File: config.mk
export PLATFORM = sky130hd
export DESIGN_NAME = snes_pad_coleco_ctrl
export DESIGN_NICKNAME = d
export VERILOG_FILES = /design/src/rtl/snes_pad_coleco_ctrl.sv
export SDC_FILE = /design/constraint.sdc
export NUM_CORES = 1
export LEC_CHECK = 0
export BUFFER_PORTS_ARGS = -buffer_cell sky130_fd_sc_hd__buf_2
export CORE_MARGIN = 2
export CORE_UTILIZATION = 57
export DETAILED_ROUTE_END_ITERATION = 10
export GPL_TIMING_DRIVEN = 0
export PLACE_DENSITY = 0.83
export SYNTH_ARGS = -nofsm -noshare
export SYNTH_HDL_FRONTEND = slang
export SYNTH_SLANG_ARGS = --single-unit
File: constraint.sdc
create_clock -name clk -period 6.3 [get_ports clk]
set_clock_uncertainty 0.1 [all_clocks]
set_input_delay 0.63 -clock clk [delete_from_list [all_inputs] [get_ports clk]]
set_output_delay 0.63 -clock clk [all_outputs]
set_load 0.05 [all_outputs]
File: src/rtl/snes_pad_coleco_ctrl.sv
// Polls an SNES serial pad once per poll period and drives one player's ColecoVision matrix lines.
// Latency: buttons/frame_stb update once per LATCH_CYC+32*HALF_CYC+1 frame; matrix lines are combinational.
module snes_pad_coleco_ctrl #(
    parameter int LATCH_CYC = 43,
    parameter int HALF_CYC  = 21,
    parameter int POLL_CYC  = 59659
) (
    input  logic        clk,
    input  logic        RESETn,
    input  logic        arm_n,
    input  logic        fire_n,
    input  logic        pad_data,
    output logic        pad_latch,
    output logic        pad_clk,
    output logic        C_0,
    output logic        C_1,
    output logic        C_2,
    output logic        C_3,
    output logic        C_5,
    output logic        C_6,
    output logic [11:0] buttons,
    output logic        frame_stb
);

    localparam int PW     = $clog2(POLL_CYC);
    localparam int PH_MAX = (LATCH_CYC > HALF_CYC) ? LATCH_CYC : HALF_CYC;
    localparam int PHW    = $clog2(PH_MAX);

    localparam logic [PW-1:0]  POLL_RELOAD = PW'(POLL_CYC - 1);
    localparam logic [PHW-1:0] LATCH_LAST  = PHW'(LATCH_CYC - 1);
    localparam logic [PHW-1:0] HALF_LAST   = PHW'(HALF_CYC - 1);

    typedef enum logic [2:0] {IDLE, LATCH, LOW, HIGH, COMMIT} state_t;

    state_t          state;
    logic [PW-1:0]   poll_cnt;
    logic [PHW-1:0]  phase;
    logic [3:0]      bit_idx;
    logic [11:0]     shift_q;
    logic [1:0]      data_sync;

    always_ff @(posedge clk) begin
        if (!RESETn) begin
            state     <= IDLE;
            poll_cnt  <= '0;
            phase     <= '0;
            bit_idx   <= '0;
            shift_q   <= '1;
            data_sync <= 2'b11;
            pad_latch <= 1'b0;
            pad_clk   <= 1'b1;
            buttons   <= '0;
            frame_stb <= 1'b0;
        end else begin
            data_sync <= {data_sync[0], pad_data};
            frame_stb <= 1'b0;
            // Poll period is measured latch-rise to latch-rise, so the counter runs through the frame.
            if (poll_cnt != '0)
                poll_cnt <= poll_cnt - 1'b1;

            case (state)
                IDLE: begin
                    if (poll_cnt == '0) begin
                        state     <= LATCH;
                        poll_cnt  <= POLL_RELOAD;
                        phase     <= '0;
                        pad_latch <= 1'b1;
                    end
                end
                LATCH: begin
                    if (phase == LATCH_LAST) begin
                        state     <= LOW;
                        phase     <= '0;
                        bit_idx   <= '0;
                        pad_latch <= 1'b0;
                        pad_clk   <= 1'b0;
                    end else begin
                        phase <= phase + 1'b1;
                    end
                end
                LOW: begin
                    if (phase == HALF_LAST) begin
                        // Bits 12-15 are still clocked out of the pad but not kept.
                        if (bit_idx < 4'd12)
                            shift_q[bit_idx] <= data_sync[1];
                        state   <= HIGH;
                        phase   <= '0;
                        pad_clk <= 1'b1;
                    end else begin
                        phase <= phase + 1'b1;
                    end
                end
                HIGH: begin
                    if (phase == HALF_LAST) begin
                        phase <= '0;
                        if (bit_idx == 4'd15) begin
                            state <= COMMIT;
                        end else begin
                            bit_idx <= bit_idx + 1'b1;
                            state   <= LOW;
                            pad_clk <= 1'b0;
                        end
                    end else begin
                        phase <= phase + 1'b1;
                    end
                end
                COMMIT: begin
                    buttons   <= ~shift_q;
                    frame_stb <= 1'b1;
                    state     <= IDLE;
                end
                default: state <= IDLE;
            endcase
        end
    end

    logic [3:0] joy_lines;
    logic [3:0] key_code;
    logic [3:0] lines;
    logic       btn_line;

    always_comb begin
        joy_lines = {~buttons[6], ~buttons[5], ~buttons[7], ~buttons[4]};

        key_code = 4'hF;
        if (buttons[3])       key_code = 4'hD;
        else if (buttons[2])  key_code = 4'h7;
        else if (buttons[9])  key_code = 4'hC;
        else if (buttons[1])  key_code = 4'h2;
        else if (buttons[10]) key_code = 4'h6;
        else if (buttons[11]) key_code = 4'h9;

        // Both strobes low behaves like the real open-collector wired-AND of both matrices.
        lines    = 4'hF;
        btn_line = 1'b1;
        if (!fire_n) begin
            lines    = lines & joy_lines;
            btn_line = btn_line & ~buttons[0];
        end
        if (!arm_n) begin
            lines    = lines & key_code;
            btn_line = btn_line & ~buttons[8];
        end
    end

    assign C_0 = lines[0];
    assign C_1 = lines[1];
    assign C_2 = lines[2];
    assign C_3 = lines[3];
    assign C_5 = 1'b1;
    assign C_6 = btn_line;

endmodule

# [Word level (Yosys, flattened, before mapping)]
# Index checks and enable logic that the tools add are counted.
[word_totals] out_inout_bits=21 reg_bits=58 elab_cells=90
[op_classes] add_sub_neg=3 n_lt_le_gt_ge=3 eq_ne=12 bitwise_logic=9 n_reduce_logical=15 n_mux=38
[ops] op="two-way mux 16 bit" n=3
[ops] op="two-way mux 4 bit" n=10
[ops] op="two-way mux 3 bit" n=6
[ops] op="two-way mux 6 bit" n=3
[ops] op="one-hot mux 6 bit (3 select lines)" n=1
[ops] op="logical NOT 16 bit" n=1
[ops] op="nonzero test 16 bit" n=1
[ops] op="subtractor 16 x 1 -> 16 bit, second input constant" n=1
[ops] op="bitwise mux 12 bit" n=1
[ops] op="NOT 12 bit" n=1
[ops] op="one-hot mux 3 bit (4 select lines)" n=1
[ops] op="!= test 2 bit, second input constant" n=5
[ops] op="two-way mux 1 bit" n=9
[ops] op="one-hot mux 4 bit (2 select lines)" n=1
[ops] op="AND reduction 4 bit" n=2
[ops] op="adder 6 x 1 -> 6 bit, second input constant" n=1
[ops] op="equality test 3 x 2 -> 1 bit, second input constant" n=2
[ops] op="equality test 6 x 5 -> 1 bit, second input constant" n=1
[ops] op="equality test 6 bit, second input constant" n=1
[ops] op="NOT 1 bit" n=6
[ops] op="AND reduction 3 bit" n=2
[ops] op="nonzero test 3 bit" n=2
[ops] op="less-than comparator 4 x 5 -> 1 bit, second input constant" n=1
[ops] op="AND reduction 5 bit" n=1
[ops] op="other kinds (16)" n=17

# [Longest topological paths before layout]
# Gate-level depths: netlist of the first run.
[depth] word_depth=8 ltp_mapped=9 depth_no_buf=8

# [Worst setup path after synthesis of the first run]
# Ideal clock, no wire load.
[synth_timing] path_type="reg-to-output" start="register buttons[10]" end="output C_1" arrival_time_ps=1903 setup_slack_ps=3667 path_stages_with_launch=6 required_ps=5570 path_cell_list="dfxtp_1 -> nor2_1 -> nor2_1 -> nor2_1 -> a21oi_1 -> a2bb2oi_1"
[synth_between] elab_chain_cells=7
[synth_lines] element="start, declared" line="21" source="output logic [11:0] buttons,"
[synth_lines] element="start signal, assigned" line="108" source="buttons <= ~shift_q;"
[synth_lines] element="two-way mux 4 bit" line="130" source="else if (buttons[10]) key_code = 4'h6;"
[synth_lines] element="two-way mux 4 bit" line="129" source="else if (buttons[1]) key_code = 4'h2;"
[synth_lines] element="two-way mux 4 bit" line="128" source="else if (buttons[9]) key_code = 4'hC;"
[synth_lines] element="two-way mux 4 bit" line="127" source="else if (buttons[2]) key_code = 4'h7;"
[synth_lines] element="two-way mux 4 bit" line="126" source="if (buttons[3]) key_code = 4'hD;"
[synth_lines] element="AND 4 bit" line="141" source="lines = lines & key_code;"
[synth_lines] element="two-way mux 4 bit" line="140" source="if (!arm_n) begin"
[synth_lines] element="end, declared" line="16" source="output logic C_1,"
# Every way passes these cells.

# [Worst setup path after layout of the first run]
[layout_timing] start="register phase[0]" end="register pad_clk"
[layout_between] elab_chain_cells=3 elab_cells_between_ends=6 cone_classes="eq/ne: 5; reduce/logical: 1"
[layout_lines] element="start, declared" line="37" source="logic [PHW-1:0] phase;"
[layout_lines] element="start signal, assigned" line="78" source="phase <= phase + 1'b1;"
[layout_lines] element="start signal, assigned" line="90" source="phase <= phase + 1'b1;"
[layout_lines] element="start signal, assigned" line="104" source="phase <= phase + 1'b1;"
[layout_lines] element="equality test 6 x 5 -> 1 bit or equality test 6 bit (tied branches)" line="82, 94, 71"
[layout_lines] element="!= test 2 bit (no line)"
[layout_lines] element="AND reduction 5 bit (no line) (*)"
[layout_lines] element="end signal, assigned" line="76" source="pad_clk <= 1'b0;"
[layout_lines] element="end signal, assigned" line="88" source="pad_clk <= 1'b1;"
[layout_lines] element="end signal, assigned" line="101" source="pad_clk <= 1'b0;"
[layout_lines] element="end, declared" line="14" source="output logic pad_clk,"
# Every way passes the cells marked *; elsewhere a longest branch is shown, timed or not.
# A chain may end at the register's enable or synchronous reset.

==> metrics.yaml, run 1 <==
clk-insertion-delay-late_ns: 0.33
most-common-layout-cells: "dfxtp_1, nor2_1, nand2_1"
hold_start: "data_sync[0]"
achievable-frequency_mhz: 429
worst_hold_path.num_cells: 1
avgSynthCellArea_um2: 8.24
grt_setup_unrepaired: "false"
drcViolationCount: 0
finish.net_count: 394
floorplan.die_area_mm2: 0.00555
ys.warnings.count: 0
required_ns: 6.42
firstDrtPassIters: 5
io_buffers: 24
r2r_start: "phase[0]"
grt_pass1_vias: 2247
grt_first_pass_wirelength_um: 10500
antenna_cells_inserted: 0
max_slew.worst_pin.slew_ns: 0.795
ys_seq_elements: 58
topRoutingLayerUsed: "met4"
grt_antenna_before_repair: 0
final.min_clock_period_ns: 2.33
place.detailed.hpwl_um: 4520
maximum_fanout_count_along_the_critical_path: 7
setup.reg_to_reg.worst_slack_ns: 3.97
htree_levels: 3
timing.final.crit_share_pct: 37.0
clk_root_buffer_cell: "clkbuf_8"
routed_via_density: 5.69
dieWidth_um: 74.5
total_via_count_after_detailed_routing: 2567
cts.clk_slew.worst_paths_ns: 0.06
hold_violations: 0
final_common_cell: "dfxtp_1"
yosys_most_used_dff: "dfxtp_1"
drt-initial-drc-count: 119
finish_stage_setup_viols: 0
cp_data_arrival_time_ns: 2.45
netlist_area_mm2: 0.00283
grt_overflow_total: 0
placeableCoreArea_mm2: 0.00475
ys_seq_area_share_pct: 41.0
power_leakage_nw: 1.27
yosysUniqueCellTypes: 63
report.final.slew_viol_count: 0
fp.dieH_um: 74.5
worst_hold_path.endpoint: "data_sync[1]"
area_growth_pct: 14.9
met3RoutedLength_um: 304
worst_ir_drop_vdd_v: 0.000261
slew_headroom_pct: 46.6
critical_path_class: "flip-flop to flip-flop"
cts-resized-gates: 0
wirelength_met1_um: 2970
max_cap_violations: 0
std_cell_rows: 25
post_synthesis_net_count: 359
gp_congestion: 0.896
global_route.usage.total_pct: 24.9
grt_max_degree: 11
initial_utilization_pct: 59.6
tritoncts.num_buffers: 9
cts_hold_buffers: 0
cts.repair_timing.setup_buffer_count: 0
pwr_density_cell_mw_per_mm2: 438
worstReg2RegEnd: "pad_clk"
dr_wl_met2_um: 2970
cts.path.max_buffers: 2
boundaryPins: 26
outcome: "completed"
r2r.worst_path.cells: 7
timing.critical_path.to_type: "flip-flop"
fill_cells: 394
share_of_layout_cells_above_drive_strength_1_pct: 14.1
hp-class: "flip-flop to flip-flop"
numClockSinks: 58
wirelength_um: 6350
fin_hold_ws_ns: 0.318
tritoncts: "built"
fin_setup_tns_ns: 0
post_drt_wl_per_cell_um: 14.1
syn_inst: 344
setup.worst_path.start_class: "flip-flop"
ys_async_sr_fraction_pct: 0
drt.antenna.violating_nets: 0
number_of_synthesized_flops_with_an_enable_pin: 0
## critical path: stages (launching register included)
cell and delay, ns:
dfxtp_1 0.36, inv_1 0.10, ha_1 0.14, nor4bb_1 0.35
a21oi_1 0.18, o21bai_1 0.51, nand2_1 0.14, a221o_1 0.33
## flip-flops by register name, summed over array words and instances, names as in the netlist
register and flops:
buttons 12, data_sync 2, bit_idx 4, pad_latch 1
poll_cnt 16, state 3, shift_q 12, frame_stb 1
phase 6, pad_clk 1
## kinds of logic (layout without fill, tap and decap cells)
kind of cell,count (synthesis),in the layout,synth area share (%)
mux,3,3,1.06
flops,58,58,41.0
other cells,1,1,0.132
buf+inv,33,73,4.81
fa+ha+maj,10,10,4.42
simple gates,160,160,28.8
compound gates,72,72,17.7
xor+xnor,7,7,2.16
## through the flow
| stage | area, um^2 | std cells | worst slack, ns | power [W] | utilization, % |
|---|---|---|---|---|---|
| after floorplan | 2830 | 344 | 3.67 | 0.000936 | - |
| after global placement | 3040 | 435 | 4.07 | 0.00103 | 63.9 |
| after detailed placement | 3040 | 435 | 4.05 | 0.00104 | 63.9 |
| after CTS | 3260 | 451 | 4.00 | 0.00142 | 68.5 |
| after global routing | 3260 | 451 | 3.79 | 0.00151 | 68.5 |
| final | 3260 | 451 | 3.97 | 0.00143 | 68.5 |
## synthesized netlist by cell type, drive strengths merged (4+ instances only)
cell    count  area, um^2
clkbuf     13        48.8
a21oi      15        78.8
o21ai      13        65.1
buf         4        27.5
a211oi     17         140
nor4        7        50.1
nand2      39         146
nand3      23         115
inv        16        60.1
o211ai      4        30.0
nor3       17        96.4
nand2b      6        37.5
o21a        4        30.0
dfxtp      58        1160
ha         10         125
xnor2       4        35.0
nor2       43         169
## worst max-delay path by stage
stage,depth (start not counted),slack (ns),from,to
after global routing,7,3.79,phase[0],pad_clk
after floorplan,5,3.67,buttons[10],C_1
after detailed placement,8,4.05,poll_cnt[0],poll_cnt[0]
after CTS,7,4.00,phase[0],pad_clk
after global placement,8,4.07,poll_cnt[0],poll_cnt[0]
final,7,3.97,phase[0],pad_clk
## per-layer routing
| metal | track usage, % | vias to the layer above |
|---|---|---|
| met5 | 0 | - |
| met4 | 8.73 | 0 |
| met3 | 5.83 | 15 |
| met2 | 39.4 | 81 |
| met1 | 33.4 | 1179 |
| li1 | - | 1292 |
## power breakdown
part / switching (W) / internal (W) / leakage, nW / total (W)
clock: 0.000146 / 0.000232 / 0.109 / 0.000379
combinational: 0.000324 / 0.000228 / 0.690 / 0.000552
sequential: 0.0000667 / 0.000428 / 0.471 / 0.000494
## cell type report
type | count | area (um^2) | share of cell area (%)
Clock buffer | 11 | 141 | 4.34
Sequential cell | 58 | 1160 | 35.7
Multi-Input combinational cell | 253 | 1540 | 47.2
Tap cell | 67 | 83.8 | 2.57
Inverter | 16 | 60.1 | 1.84
Timing Repair Buffer | 24 | 120 | 3.69
Buffer | 17 | 76.3 | 2.34
Clock inverter | 5 | 77.6 | 2.38
No activity file was read; power rests on OpenSTA's default activity.
==> run 2: changes to the inputs <==
--- a/config.mk
+++ b/config.mk
@@ -7,10 +7,10 @@
 export LEC_CHECK = 0
 export BUFFER_PORTS_ARGS = -buffer_cell sky130_fd_sc_hd__buf_2
 export CORE_MARGIN = 2
-export CORE_UTILIZATION = 57
+export CORE_UTILIZATION = 53
 export DETAILED_ROUTE_END_ITERATION = 10
 export GPL_TIMING_DRIVEN = 0
-export PLACE_DENSITY = 0.83
+export PLACE_DENSITY = 0.81
 export SYNTH_ARGS = -nofsm -noshare
 export SYNTH_HDL_FRONTEND = slang
 export SYNTH_SLANG_ARGS = --single-unit
==> constraint.sdc (replaced) <==
create_clock -name clk -period 2.1 [get_ports clk]
set_clock_uncertainty 0.1 [all_clocks]
set_input_delay 0.21 -clock clk [delete_from_list [all_inputs] [get_ports clk]]
set_output_delay 0.21 -clock clk [all_outputs]
set_load 0.05 [all_outputs]
==> metrics.yaml, run 2 (synthesized netlist as in run 1, its figures left out) <==
met3RoutedLength_um: 387
total_via_count_after_detailed_routing: 2640
max_cap_violations: 0
hold_violations: 0
reg.largest.list: "poll_cnt: 16 flops, buttons: 12 flops, shift_q: 12 flops"
routed_via_density: 5.79
standard_cell_area_after_detailed_placement_mm2: 0.00305
grt_overflow_total: 0
boundaryPins: 26
power_frac_seq_pct: 31.9
setup.worst_path.start_class: "flip-flop"
achievable-frequency_mhz: 496
std_cell_rows: 26
worst_ir_drop_vdd_v: 0.000730
wirelength_met1_um: 3040
timing.final.crit_share_pct: 96.0
post_drt_wl_per_cell_um: 14.9
floorplan.die_area_mm2: 0.00595
clk-insertion-delay-late_ns: 0.34
wirelength_um: 6770
dieWidth_um: 77.1
cp_data_arrival_time_ns: 2.18
initial_utilization_pct: 55.1
fin_setup_tns_ns: 0
fill_cells: 435
power_leakage_nw: 1.33
finalWorstSetupSlack_ns: 0.0830
share_of_layout_cells_above_drive_strength_1_pct: 17.4
finish_stage_setup_viols: 0
final_core_util_pct: 65.8
grt_first_pass_wirelength_um: 11600
critical_path_class: "flip-flop to flip-flop"
final_cell_area_mm2: 0.00338
drcViolationCount: 0
topRoutingLayerUsed: "met4"
power_frac_clock_pct: 29.8
firstDrtPassIters: 6
largest_register_ffs: 16
placement.setup.worst_slack_ns: -0.166
slew_headroom_pct: 52.3
drt.antenna.violating_nets: 0
p_int_w: 0.00300
place.detailed.hpwl_um: 4610
final_common_cell: "dfxtp_1"
report.final.slew_viol_count: 0
clk_root_buffer_cell: "clkbuf_8"
required_ns: 2.26
tritoncts: "built"
finish.net_count: 396
maximum_fanout_count_along_the_critical_path: 10
global_route.usage.total_pct: 24.2
power.share.switching_pct: 36.1
fp.dieH_um: 77.1
grt_pass1_vias: 2503
placeableCoreArea_mm2: 0.00514
final.min_clock_period_ns: 2.02
timing.critical_path.to_type: "flip-flop"
most-common-layout-cells: "dfxtp_1, nor2_1, nand2_1"
largest_register: "poll_cnt"
tritoncts.num_buffers: 9
drt-initial-drc-count: 170
grt_antenna_before_repair: 0
hp-class: "input port to flip-flop"
area_growth_pct: 19.4
antenna_cells_inserted: 0
cts.path.max_buffers: 2
p_comb_share_pct: 38.3
gp_congestion: 0.877
outcome: "completed"
cts.clk_slew.worst_paths_ns: 0.07
grt_setup_unrepaired: "true"
io_buffers: 24
dr_wl_met2_um: 3190
grt_max_degree: 11
numClockSinks: 58
switch_pwr_w: 0.00170
htree_levels: 3
max_slew.worst_pin.slew_ns: 0.710
pwr_density_cell_mw_per_mm2: 1390
[run 2: cell types whose count changed in the layout (fill, tap and decap cells not counted), sizes merged]
cell | previous run | this run
buf | 28 | 30
bufinv | 2 | 4
clkbuf | 24 | 23
clkinv | 2 | 1
clkinvlp | 1 | 0
dlygate4sd3 | 0 | 1
[run 2: power by group through the flow]
stage	sequential (W)	combinational, W	clock, W
final	0.00150	0.00180	0.00140
after global routing	0.00152	0.00198	0.00146
after CTS	0.00149	0.00174	0.00141
after detailed placement	0.00150	0.00163	0
after global placement	0.00149	0.00158	0
after floorplan	0.00152	0.00129	0
[run 2: final cells by class]
cell class	count	area, um^2	share of cell area, %
clock inverters	5	125	3.70
well taps	70	87.6	2.59
repair buffers	27	145	4.29
clock buffers	11	141	4.18
flip-flops and latches	58	1160	34.3
inverters	16	60.1	1.77
multi-input cells	253	1590	46.8
plain buffers	16	77.6	2.29
[run 2: what timing repair did]
item                                    in CTS  in global routing
endpoints found under the setup margin      15                 13
pin swaps                                    1                  3
buffers inserted                             2                  0
hold endpoints to repair                     1                  0
hold buffers                                 1                  0
gates resized for setup                      7                  9
[run 2: per-stage QoR]
| stage | cells | total power, W | hold slack [ns] |
|---|---|---|---|
| final | 456 | 0.00470 | 0.245 |
| after CTS | 457 | 0.00464 | 0.239 |
| after floorplan | 344 | 0.00281 | 0.211 |
| after global routing | 456 | 0.00496 | 0.283 |
| after global placement | 438 | 0.00307 | 0.292 |
| after detailed placement | 438 | 0.00313 | 0.293 |
[run 2: critical path: stages, from the launching register on]
cell and delay [ns]:
dfxtp_1 0.35, inv_1 0.09, ha_1 0.15, nor4b_4 0.20, and4_4 0.29, inv_2 0.08, buf_4 0.18, ha_1 0.29
a211oi_2 0.20
[run 2: per-layer routing]
metal | GRT usage, % | up-vias
li1 | - | 1291
met1 | 30.6 | 1242
met2 | 38.9 | 85
met3 | 4.12 | 22
met4 | 14.1 | 0
met5 | 0 | -
[run 2: final timing paths]
path / from / endpoint / slack (ns) / cells past startpoint
max reg2reg: poll_cnt[1] / poll_cnt[0] / 0.08 / 8
min: RESETn / phase[4] / 0.25 / 4
min reg2reg: data_sync[0] / data_sync[1] / 0.33 / 1
max: poll_cnt[1] / poll_cnt[0] / 0.08 / 8
